### config.mk
export PLATFORM = sky130hd
export DESIGN_NAME = hack_run_ctrl
export DESIGN_NICKNAME = d
export VERILOG_FILES = /design/src/rtl/hack_run_ctrl.sv
export SDC_FILE = /design/constraint.sdc
export NUM_CORES = 1
export LEC_CHECK = 0
export BUFFER_PORTS_ARGS = -buffer_cell sky130_fd_sc_hd__buf_2
export CORE_MARGIN = 2
export CORE_UTILIZATION = 38
export CTS_CLUSTER_DIAMETER = 30
export DETAILED_ROUTE_END_ITERATION = 8
export PLACE_DENSITY_LB_ADDON = 0.2
export SYNTH_ARGS = -nofsm -noshare
export SYNTH_HDL_FRONTEND = slang
export SYNTH_SLANG_ARGS = --single-unit
### constraint.sdc
create_clock -name clk -period 3.05 [get_ports clk]
set_input_delay 0 -clock clk [delete_from_list [all_inputs] [get_ports clk]]
set_output_delay 0 -clock clk [all_outputs]
set_load 0.03 [all_outputs]
### src/rtl/hack_run_ctrl.sv
// hack_run_ctrl: run controller for a Hack CPU (reset hold, free run, single step, stop detection)
module hack_run_ctrl #(
   parameter int PC_W       = 15,
   parameter int CNT_W      = 32,
   parameter int RESET_HOLD = 1,
   parameter int MAX_CYCLES = 20,
   parameter int LOOP_HITS  = 2
) (
   input  logic             clk,
   input  logic             reset,
   input  logic             start,
   input  logic             step_mode,
   input  logic             step,
   input  logic             halt_req,
   input  logic [PC_W-1:0]  pc,
   output logic             cpu_reset,
   output logic             cpu_en,
   output logic             done,
   output logic [1:0]       stop_cause,
   output logic [CNT_W-1:0] cycle_count
);
   localparam int LW = $clog2(LOOP_HITS + 1);
   typedef enum logic [2:0] {IDLE, RST_HOLD, RUN, STEP_WAIT, STEP_ONE, DONE} state_t;
   state_t state, state_n;
   logic [7:0] hold, hold_n;
   logic [LW-1:0] loop_cnt, loop_n, loop_inc;
   logic [PC_W-1:0] prev_pc, prev_pc_n;
   logic pc_vld, pc_vld_n, en, eq, loop_hit, bud_hit, halt, stop;
   logic [CNT_W-1:0] cnt_n, cnt_inc;
   logic [1:0] cause_n;
   always_comb begin
      en       = state == RUN || state == STEP_ONE;
      cnt_inc  = &cycle_count ? cycle_count : cycle_count + 1'b1;
      eq       = pc_vld && pc == prev_pc;
      loop_inc = eq ? loop_cnt + 1'b1 : '0;
      loop_hit = en && eq && loop_inc == LW'(LOOP_HITS);
      bud_hit  = en && MAX_CYCLES != 0 && cnt_inc == CNT_W'(MAX_CYCLES);
      halt     = halt_req && (state == RUN || state == STEP_WAIT || state == STEP_ONE);
      stop     = halt || loop_hit || bud_hit;
      state_n   = state;
      hold_n    = hold;
      loop_n    = loop_cnt;
      prev_pc_n = prev_pc;
      pc_vld_n  = pc_vld;
      cnt_n     = cycle_count;
      cause_n   = stop_cause;
      if (en) begin
         cnt_n     = cnt_inc;
         loop_n    = loop_inc;
         prev_pc_n = pc;
         pc_vld_n  = 1'b1;
      end
      case (state)
         RST_HOLD: begin
            hold_n  = hold - 8'd1;
            state_n = hold > 8'd1 ? RST_HOLD : step_mode ? STEP_WAIT : RUN;
         end
         RUN:       state_n = step_mode ? STEP_WAIT : RUN;
         STEP_WAIT: state_n = !step_mode ? RUN : step ? STEP_ONE : STEP_WAIT;
         STEP_ONE:  state_n = STEP_WAIT;
         default:   state_n = state;
      endcase
      if (stop) begin
         state_n = DONE;
         cause_n = halt ? 2'd3 : loop_hit ? 2'd2 : 2'd1;
      end
      // a restart wins over any stop condition seen in the same cycle
      if (start) begin
         state_n  = RST_HOLD;
         hold_n   = 8'(RESET_HOLD);
         loop_n   = '0;
         cnt_n    = '0;
         cause_n  = 2'd0;
         pc_vld_n = 1'b0;
      end
   end
   always_ff @(posedge clk or posedge reset) begin
      if (reset) begin
         state       <= IDLE;
         hold        <= '0;
         loop_cnt    <= '0;
         prev_pc     <= '0;
         pc_vld      <= 1'b0;
         cycle_count <= '0;
         stop_cause  <= 2'd0;
         cpu_reset   <= 1'b1;
         cpu_en      <= 1'b0;
         done        <= 1'b0;
      end else begin
         state       <= state_n;
         hold        <= hold_n;
         loop_cnt    <= loop_n;
         prev_pc     <= prev_pc_n;
         pc_vld      <= pc_vld_n;
         cycle_count <= cnt_n;
         stop_cause  <= cause_n;
         cpu_reset   <= state_n == IDLE || state_n == RST_HOLD;
         cpu_en      <= state_n == RUN || state_n == STEP_ONE;
         done        <= state_n == DONE;
      end
   end
endmodule
==> flow_summary_export.csv, run 1 <==
group,metric,value,unit
timing,setup_violations,0,
finish,fin_cells,730,
finish,area_growth,26.90,%
clock_network,clkSinkCount,66,
finish,drive_gt1_frac,0.2525,
placed_design,dpl.hpwl,7.780,mm
yosys,yosysMostFrequentCell,"nand2_1",
global_route,grt_overflow,0,
global_route,grt_usage,0.1977,
min_path,whs_path_depth,4,
yosys,netlist_area,4093,µm²
floorplanning,core_area,10370,µm²
yosys,synthTopCellsByArea,"dfrtp_1 (40%), nand2_1 (6.7%), xnor2_1 (6.4%), nor2_1 (5.5%), xor2_1 (5.4%)",
timing,finalWorstSetupSlack,0.1057,ns
timing,skew,0.009590,ns
timing,fin_tns_setup,0,ns
clock_network,clk_latency,0.35,ns
placed_design,io_buffers,57,
power,powerDensity,536.2,nW/µm²
yosys,ys_types,53,
global_route,grt_pass1_wl,18.14,mm
clock_network,root_buffer,"clkbuf_8",
worst_setup_path,critPathMaxStageDelay,0.60,ns
worst_setup_path,crit_top_cell,"buf_4",
yosys,synth-seq-cells,66,
worst_setup_path,r2r_start,"cycle_count[21]",
routing,finalWirelength,10.68,mm
clock_network,cts_tree,"built",
routing,drtIter0Drc,227,
placed_design,dp.cells,696,
finish,fin_util,0.5008,
routing,wl_per_cell,14.62,µm
floorplanning,die_area,11620,µm²
floorplanning,rows,37,
min_path,min_from,"halt_req",
timing,tightest_slew,0.8916,ns
worst_setup_path,crit_path_end_kind,"flip-flop",
routing,detail-route-antenna-nets,0,
timing,max_freq,339.6,MHz
yosys,syn_inst,483,
placed_design,preCtsSetupSlack,0.04982,ns
clock_network,clockBufferDepth,2,
global_route,grt_max_degree,67,
job,cap_violations,0,
yosys,synth_common_cells,"nand2_1 (73), dfrtp_1 (65), nor2_1 (60)",
routing,drt_pre_antenna_iters,4,
worst_setup_path,reg2reg_slack,0.11,ns
routing,viasPerCell,5.329,
yosys,synth_top_area_frac,0.3974,
floorplanning,start_util,0.3947,
timing,period_minus_slack,2.944,ns
yosys,synth_nets,507,
timing,slew_headroom,0.4056,
routing,drcViolationCount,0,
worst_setup_path,r2r_cells,10,
finish,diodes,0,
yosys,ys_seq_area_frac,0.4039,
yosys,synth_flop_cell,"dfrtp_1",
worst_setup_path,crit_slowest_cell,"or4b_4",
yosys,syn_avg_cell_area,8.473,µm²
power,p_leak,2.377,nW
yosys,synth-async-reset-ratio,1.000,
floorplanning,die_w,107.8,µm
yosys,synth.largest_area_cell,"dfrtp_1",
worst_setup_path,cp_max_fo,7,
clock_network,cts_buffers,9,
worst_setup_path,required,3.31,ns
worst_setup_path,start_kind,"flip-flop",
routing,vias,3890,
outcome,status,"completed",
min_path,min_path_type,"input port to flip-flop",
global_route,antenna_found_initial,0,
min_path,worstHoldEndpoint,"stop_cause[0]",
floorplanning,ios,58,
worst_setup_path,crit_chain,"buf_4, nand3_1, nor4_4, buf_4, nand4_1, or3_1, o21ai_0, nand4b_1, or4b_4, a31oi_1",
clock_network,htreeDepth,3,
power,power,2.785,mW
finish,num-nets-final,613,
worst_setup_path,worst-setup-path-type,"flip-flop to flip-flop",
worst_setup_path,reg2reg_to,"state[2]",
yosys,synth_edf_count,0,
worst_setup_path,worstPathArrival,3.20,ns
timing,finalHoldViolCount,0,
power,max-vdd-ir-drop,0.3276,mV
clock_network,path_clk_slew,0.08,ns
timing,maxSlewViolCount,0,
yosys,ys_warn_count,0,
timing,post-route-period-util,0.9653,
floorplanning,die_h,107.8,µm
placed_design,gp_routability_congestion,0.9181,
global_route,first_global_vias,3647,
where the power goes:
| group | switching [mW] | internal [mW] | leakage, nW |
|---|---|---|---|
| Combinational | 0.481 | 0.387 | 1.41 |
| Sequential | 0.148 | 1.07 | 0.875 |
| Clock | 0.394 | 0.307 | 0.0872 |
| Total | 1.02 | 1.76 | 2.38 |
area by class of cell:
cell class	count	area [µm²]
tap	136	170.2
clock inverter	7	58.81
sequential	66	1655
fill	1000	5176
clock buffer	9	123.9
timing repair buffer	126	843.3
inverter	6	22.52
multi-input combinational	380	2320
sequential cells by signal, summed over array words and instances (netlist names):
name and cells:
pc_vld 1, stop_cause 2, state 3, loop_cnt 2, cycle_count 32, prev_pc 15
done 1, cpu_en 1, cpu_reset 1, hold 8
worst max path at each step:
stage / endpoint / cells after the start / startpoint
floorplan: state[1] / 10 / cycle_count[11]
global placement: state[1] / 10 / cycle_count[10]
detailed placement: cpu_en / 9 / cycle_count[10]
CTS: cpu_en / 8 / cycle_count[14]
global route: state[1] / 10 / cycle_count[21]
finish: state[2] / 10 / cycle_count[21]
metal layers:
metal  vias up  global-route usage  share of wire  routed length (µm)
met5         -                   0              0                   0
li1       1895                   -              -                   -
met1      1872              0.2816           0.48                5143
met2       115              0.3046           0.46                4879
met3         8             0.04358          0.052                 556
met4         0             0.04853         0.0091                  97
what timing repair did:
item,CTS,global route
setup endpoints to repair,0,7
hold endpoints to repair,80,0
gates resized for setup,0,6
buffers inserted,0,2
hold buffers,16,0
cells in the final DEF, fill, tap and decap left out, types with 5 or more instances in the layout:
cell and n:
nand2_1 73, and3_1 8, dlygate4sd3_1 16, nor2_1 60, nor2b_1 5, and4_1 5
nand3_1 25, nor3_1 13, or3_1 11, nand2b_1 6, xor2_1 25, a21oi_1 18
xnor2_1 30, o21ai_0 12, clkbuf_8 9, buf_4 53, dfrtp_1 63, buf_2 57
nand4_1 22, inv_1 5
through the flow:
stage	hold WS (ns)	cell area, µm²
2_1_floorplan	0.1054	4098
3_3_place_gp	0.2192	4802
3_5_place_dp	0.2223	4802
4_1_cts	0.09837	5145
5_1_grt	0.1295	5194
6_report	0.1092	5194
critical path, delay by kind of cell, from the launching register on:
kind / cells / cell delay, ns
compound gates: 2 / 0.31
buf+inv: 2 / 0.35
simple gates: 6 / 1.82
flops: 1 / 0.37
kinds of logic after synthesis:
| kind of cell | after synthesis | synth area share |
|---|---|---|
| buffers and inverters | 37 | 0.03821 |
| AOI/OAI and AO/OA | 58 | 0.09203 |
| DFF | 66 | 0.4039 |
| muxes | 4 | 0.01070 |
| adders and majority gates | 3 | 0.009172 |
| and+or+nand+nor | 260 | 0.3283 |
| xor gates and xnor gates | 55 | 0.1177 |
Power figures use the tool's default switching activity.
==> run 2, diff against run 1 <==
CORE_UTILIZATION = 45   (was 38)
==> flow_summary_export.csv, run 2 (synthesized netlist as in run 1, its figures left out) <==
group,metric,value,unit
finish,largest_reg_flops,32,
timing,maxSlewViolCount,0,
global_route,first_global_vias,3771,
min_path,min_path_type,"input port to flip-flop",
timing,skew,0.006054,ns
worst_setup_path,cp.depth,9,
worst_setup_path,crit_path_end_kind,"flip-flop",
clock_network,clockBufferDepth,2,
finish,layout_common_cells,"nand2_1 (73), dfrtp_1 (63), nor2_1 (59), buf_2 (57), buf_4 (54)",
clock_network,clkSinkCount,66,
worst_setup_path,crit_slowest_cell,"or4b_4",
worst_setup_path,r2r_cells,9,
floorplanning,die_area,9873,µm²
floorplanning,rows,34,
finish,multiInputGateArea,2326,µm²
floorplanning,die_h,99.37,µm
routing,vias,3869,
worst_setup_path,crit_family,"simple AND/OR/NAND/NOR gates",
worst_setup_path,crit_chain,"ha_2, nand3_1, or2_2, a211oi_2, xnor2_1, nand4_1, nor4b_1, or4b_4, and3_1",
global_route,grt_overflow,0,
clock_network,clk_latency,0.35,ns
routing,drt_pre_antenna_iters,4,
timing,setup_violations,0,
worst_setup_path,reg2reg_to,"state[1]",
global_route,grt_usage,0.2322,
routing,viasPerCell,5.504,
outcome,status,"completed",
worst_setup_path,endpoint,"state[1]",
worst_setup_path,required,3.29,ns
finish,area_growth,27.39,%
floorplanning,start_util,0.4670,
timing,finalHoldViolCount,0,
power,max-vdd-ir-drop,0.2857,mV
placed_design,dpl.hpwl,7.835,mm
global_route,grt_max_degree,51,
timing,max_freq,340.3,MHz
timing,slew_headroom,0.3145,
routing,drcViolationCount,0,
global_route,grt_pass1_wl,18.33,mm
timing,fin_tns_setup,0,ns
placed_design,gp_routability_congestion,0.9883,
clock_network,cts_tree,"built",
worst_setup_path,start_kind,"flip-flop",
routing,finalWirelength,10.88,mm
clock_network,htreeDepth,3,
routing,drtIter0Drc,160,
worst_setup_path,critPathLaunch,"cycle_count[0]",
worst_setup_path,cp_max_fo,7,
finish,n_fill_cell,792,
routing,wl_per_cell,15.48,µm
placed_design,io_buffers,57,
timing,tightest_slew,1.024,ns
global_route,antenna_found_initial,0,
finish,num-nets-final,614,
finish,regArea,1655,µm²
finish,largest-register,"cycle_count",
floorplanning,ios,58,
worst_setup_path,reg2reg_slack,0.11,ns
finish,reg_top3,"cycle_count: 32 flops, prev_pc: 15 flops, hold: 8 flops",
worst_setup_path,r2r_start,"cycle_count[0]",
timing,hold_ws,0.1080,ns
finish,diodes,0,
clock_network,path_clk_slew,0.08,ns
clock_network,root_buffer,"clkbuf_8",
worst_setup_path,critPathMaxStageDelay,0.56,ns
floorplanning,core_area,8763,µm²
timing,post-route-period-util,0.9635,
worst_setup_path,crit_buf_inv,0,
routing,detail-route-antenna-nets,0,
power,p_leak,2.411,nW
floorplanning,die_w,99.37,µm
finish,drive_gt1_frac,0.2538,
worst_setup_path,worst-setup-path-type,"flip-flop to flip-flop",
clock_network,cts_buffers,9,
finish,final_common_cell,"nand2_1",
power,powerDensity,562.8,nW/µm²
job,cap_violations,0,
timing,period_minus_slack,2.939,ns
worst_setup_path,worstPathArrival,3.18,ns
-- run 2: where the power goes --
| part | internal (mW) | switching [mW] |
|---|---|---|
| clock | 0.467 | 0.383 |
| combinational | 0.384 | 0.478 |
| sequential | 1.07 | 0.153 |
-- run 2: worst min path at each step --
| stage | from | to | slack [ns] | cells past startpoint |
|---|---|---|---|---|
| after global placement | reset | cycle_count[3] | 0.13 | 2 |
| final | halt_req | stop_cause[0] | 0.11 | 4 |
| after global routing | halt_req | stop_cause[0] | 0.12 | 4 |
| after CTS | halt_req | stop_cause[0] | 0.09 | 4 |
| after detailed placement | reset | cycle_count[3] | 0.15 | 2 |
| after floorplan | pc[0] | prev_pc[0] | 0.11 | 2 |
-- run 2: worst reg2reg max path: cells and delay by family, from the launching register on --
kind / cells / cell delay, ns
AOI/OAI and AO/OA: 1 / 0.31
xor gates and xnor gates: 1 / 0.20
adders and majority gates: 1 / 0.18
DFF: 1 / 0.39
and+or+nand+nor: 6 / 1.75
-- run 2: layout make-up --
type | instances | area share
multi-input cells | 380 | 0.4461
clock inverters | 7 | 0.01920
flip-flops and latches | 66 | 0.3175
inverters | 6 | 0.004320
repair buffers | 127 | 0.1632
well taps | 108 | 0.02592
clock buffers | 9 | 0.02376
-- run 2: metrics by stage --
stage               setup WS [ns]  total power [mW]    util  cells  area [µm²]
floorplan                0.002233             1.870       -    483        4098
global placement          0.02111             2.053  0.5457    670        4782
detailed placement       -0.01068             2.079  0.5457    670        4782
CTS                       0.03119             2.951  0.5901    702        5171
global route            -0.006097             3.134  0.5949    703        5214
finish                     0.1113             2.934  0.5949    703        5214
-- run 2: timing repair --
| item | 4_1_cts | 5_1_grt |
|---|---|---|
| gates resized for setup | 1 | 6 |
| endpoints found under the hold margin | 44 | 0 |
| buffers inserted | 0 | 1 |
| setup endpoints to repair | 3 | 7 |
| pin swaps | 0 | 1 |
| hold buffers | 16 | 0 |
-- run 2: routing by layer --
metal,GRT usage,vias to the layer above,share of wire
li1,-,1901,-
met1,0.3378,1846,0.47
met2,0.3503,105,0.46
met3,0.03162,17,0.050
met4,0.09378,0,0.020
met5,0,-,0
==> run 3, diff against run 2 <==
BUFFER_PORTS_ARGS = -buffer_cell sky130_fd_sc_hd__clkbuf_2   (was -buffer_cell sky130_fd_sc_hd__buf_2)
clock period = 2.5 ns   (was 3.05 ns; I/O delays follow)
==> flow_summary_export.csv, run 3 (synthesized netlist as in run 1, its figures left out) <==
group,metric,value,unit
worst_setup_path,reg2reg_to,"cpu_en",
placed_design,gp_routability_congestion,0.9905,
routing,drt_pre_antenna_iters,5,
placed_design,dpl_cell_area,5269,µm²
worst_setup_path,r2r_start,"cycle_count[15]",
finish,n_fill_cell,721,
clock_network,clkSinkCount,66,
clock_network,clockBufferDepth,2,
floorplanning,die_h,99.37,µm
floorplanning,die_area,9873,µm²
routing,finalWirelength,11.58,mm
worst_setup_path,crit_top_cell,"and4_1",
clock_network,path_clk_slew,0.08,ns
outcome,status,"finished with violations",
routing,drcViolationCount,0,
worst_setup_path,worstPathArrival,3.05,ns
routing,wl_per_cell,15.23,µm
placed_design,io_buffers,57,
global_route,grt_usage,0.2486,
timing,fin_tns_setup,-1.807,ns
worst_setup_path,reg2reg_slack,-0.29,ns
routing,drtIter0Drc,186,
outcome,violations,"setup timing",
finish,multiInputGateArea,2405,µm²
timing,finalWorstSetupSlack,-0.2905,ns
worst_setup_path,critPathMaxStageDelay,0.57,ns
floorplanning,core_area,8763,µm²
routing,viasPerCell,5.417,
finish,largest_reg_flops,32,
clock_network,clk_latency,0.37,ns
job,cap_violations,0,
worst_setup_path,start_kind,"flip-flop",
timing,tightest_slew,0.6937,ns
timing,rsz0062_at_grt,"true",
floorplanning,start_util,0.4670,
global_route,grt_pass1_wl,19.40,mm
min_path,worstHoldEndpoint,"stop_cause[0]",
finish,layout_common_cells,"buf_4 (110), nand2_1 (73), nor2_1 (57), clkbuf_2 (57), dfrtp_1 (39)",
routing,detail-route-antenna-nets,0,
worst_setup_path,r2r_cells,8,
timing,finalHoldViolCount,0,
clock_network,cts_buffers,9,
clock_network,htreeDepth,3,
min_path,min_from,"halt_req",
floorplanning,ios,58,
worst_setup_path,crit_path_end_kind,"flip-flop",
worst_setup_path,crit_chain,"and4_1, nand3_1, nor4b_1, o21ai_0, o31ai_1, nand4b_1, or4b_4, and4_1",
power,max-vdd-ir-drop,0.6377,mV
worst_setup_path,required,2.75,ns
timing,setup_violations,7,
timing,slew_headroom,0.5369,
timing,hold_ws,0.1057,ns
power,p_leak,2.630,nW
global_route,grt_max_degree,36,
timing,period_minus_slack,2.791,ns
routing,vias,4117,
floorplanning,rows,34,
min_path,whs_path_depth,4,
finish,reg_top3,"cycle_count: 32 flops, prev_pc: 15 flops, hold: 8 flops",
finish,area_growth,40.23,%
clock_network,cts_tree,"built",
clock_network,root_buffer,"clkbuf_8",
finish,regArea,1685,µm²
global_route,first_global_vias,4013,
floorplanning,die_w,99.37,µm
worst_setup_path,crit_slowest_cell,"or4b_4",
timing,max_freq,358.4,MHz
placed_design,dpl.hpwl,8.549,mm
finish,largest-register,"cycle_count",
worst_setup_path,worst-setup-path-type,"flip-flop to flip-flop",
finish,final_area,5739,µm²
finish,drive_gt1_frac,0.3727,
global_route,grt_overflow,0,
finish,final_common_cell,"buf_4",
finish,fin_util,0.6549,
timing,post-route-period-util,1.116,
timing,maxSlewViolCount,0,
worst_setup_path,cp_max_fo,7,
min_path,min_path_type,"input port to flip-flop",
finish,diodes,0,
finish,num-nets-final,671,
power,powerDensity,618.0,nW/µm²
timing,skew,0.01131,ns
global_route,antenna_found_initial,0,
-- run 3: power by group --
group          total, mW  leakage, nW  switching (mW)  internal [mW]
registers           1.48        0.835           0.172           1.30
clock network      0.961       0.0966           0.492          0.469
logic               1.11         1.70           0.614          0.496
total               3.55         2.63            1.28           2.27
-- run 3: per-stage QoR --
step	power, mW	cells	worst slack, ns
4_1_cts	3.560	758	-0.2348
5_1_grt	3.775	760	-0.3833
3_3_place_gp	2.529	723	-0.3261
6_report	3.547	760	-0.2905
2_1_floorplan	2.284	483	-0.2786
3_5_place_dp	2.579	723	-0.4338
-- run 3: final cells by class --
cell class | instances | share of cell area
clock buffers | 9 | 0.02158
inverters | 6 | 0.003924
multi-input cells | 380 | 0.4190
repair buffers | 184 | 0.2250
flip-flops and latches | 66 | 0.2937
clock inverters | 7 | 0.01330
well taps | 108 | 0.02354
-- run 3: per-layer routing --
metal / up-vias / share of wire / global-route usage
met1: 1975 / 0.43 / 0.3278
met4: 0 / 0.025 / 0.1022
met2: 107 / 0.50 / 0.4127
met3: 25 / 0.045 / 0.03514
li1: 2010 / - / -
met5: - / 0 / 0
-- run 3: worst max-delay path, delay by kind of cell, from the launching register on --
kind / cells / cell delay, ns
AND/OR/NAND/NOR: 6 / 1.94
flip-flops: 1 / 0.42
AO/OA/AOI/OAI: 2 / 0.31
-- run 3: how the worst max path moves through the flow --
stage                    startpoint       endpoint  slack [ns]  cells past startpoint
finish              cycle_count[15]         cpu_en       -0.29                      8
CTS                 cycle_count[15]  stop_cause[0]       -0.23                      8
global placement    cycle_count[21]         cpu_en       -0.33                      8
floorplan            cycle_count[1]         cpu_en       -0.28                     10
global route         cycle_count[1]       state[2]       -0.38                      9
detailed placement  cycle_count[17]  stop_cause[0]       -0.43                      9
-- run 3: repair_timing --
action,4_1_cts,5_1_grt
hold buffers,16,0
buffers inserted,3,2
gates cloned,0,0
gates resized for setup,12,4
endpoints found under the setup margin,7,18
pin swaps,7,5
hold endpoints to repair,46,0
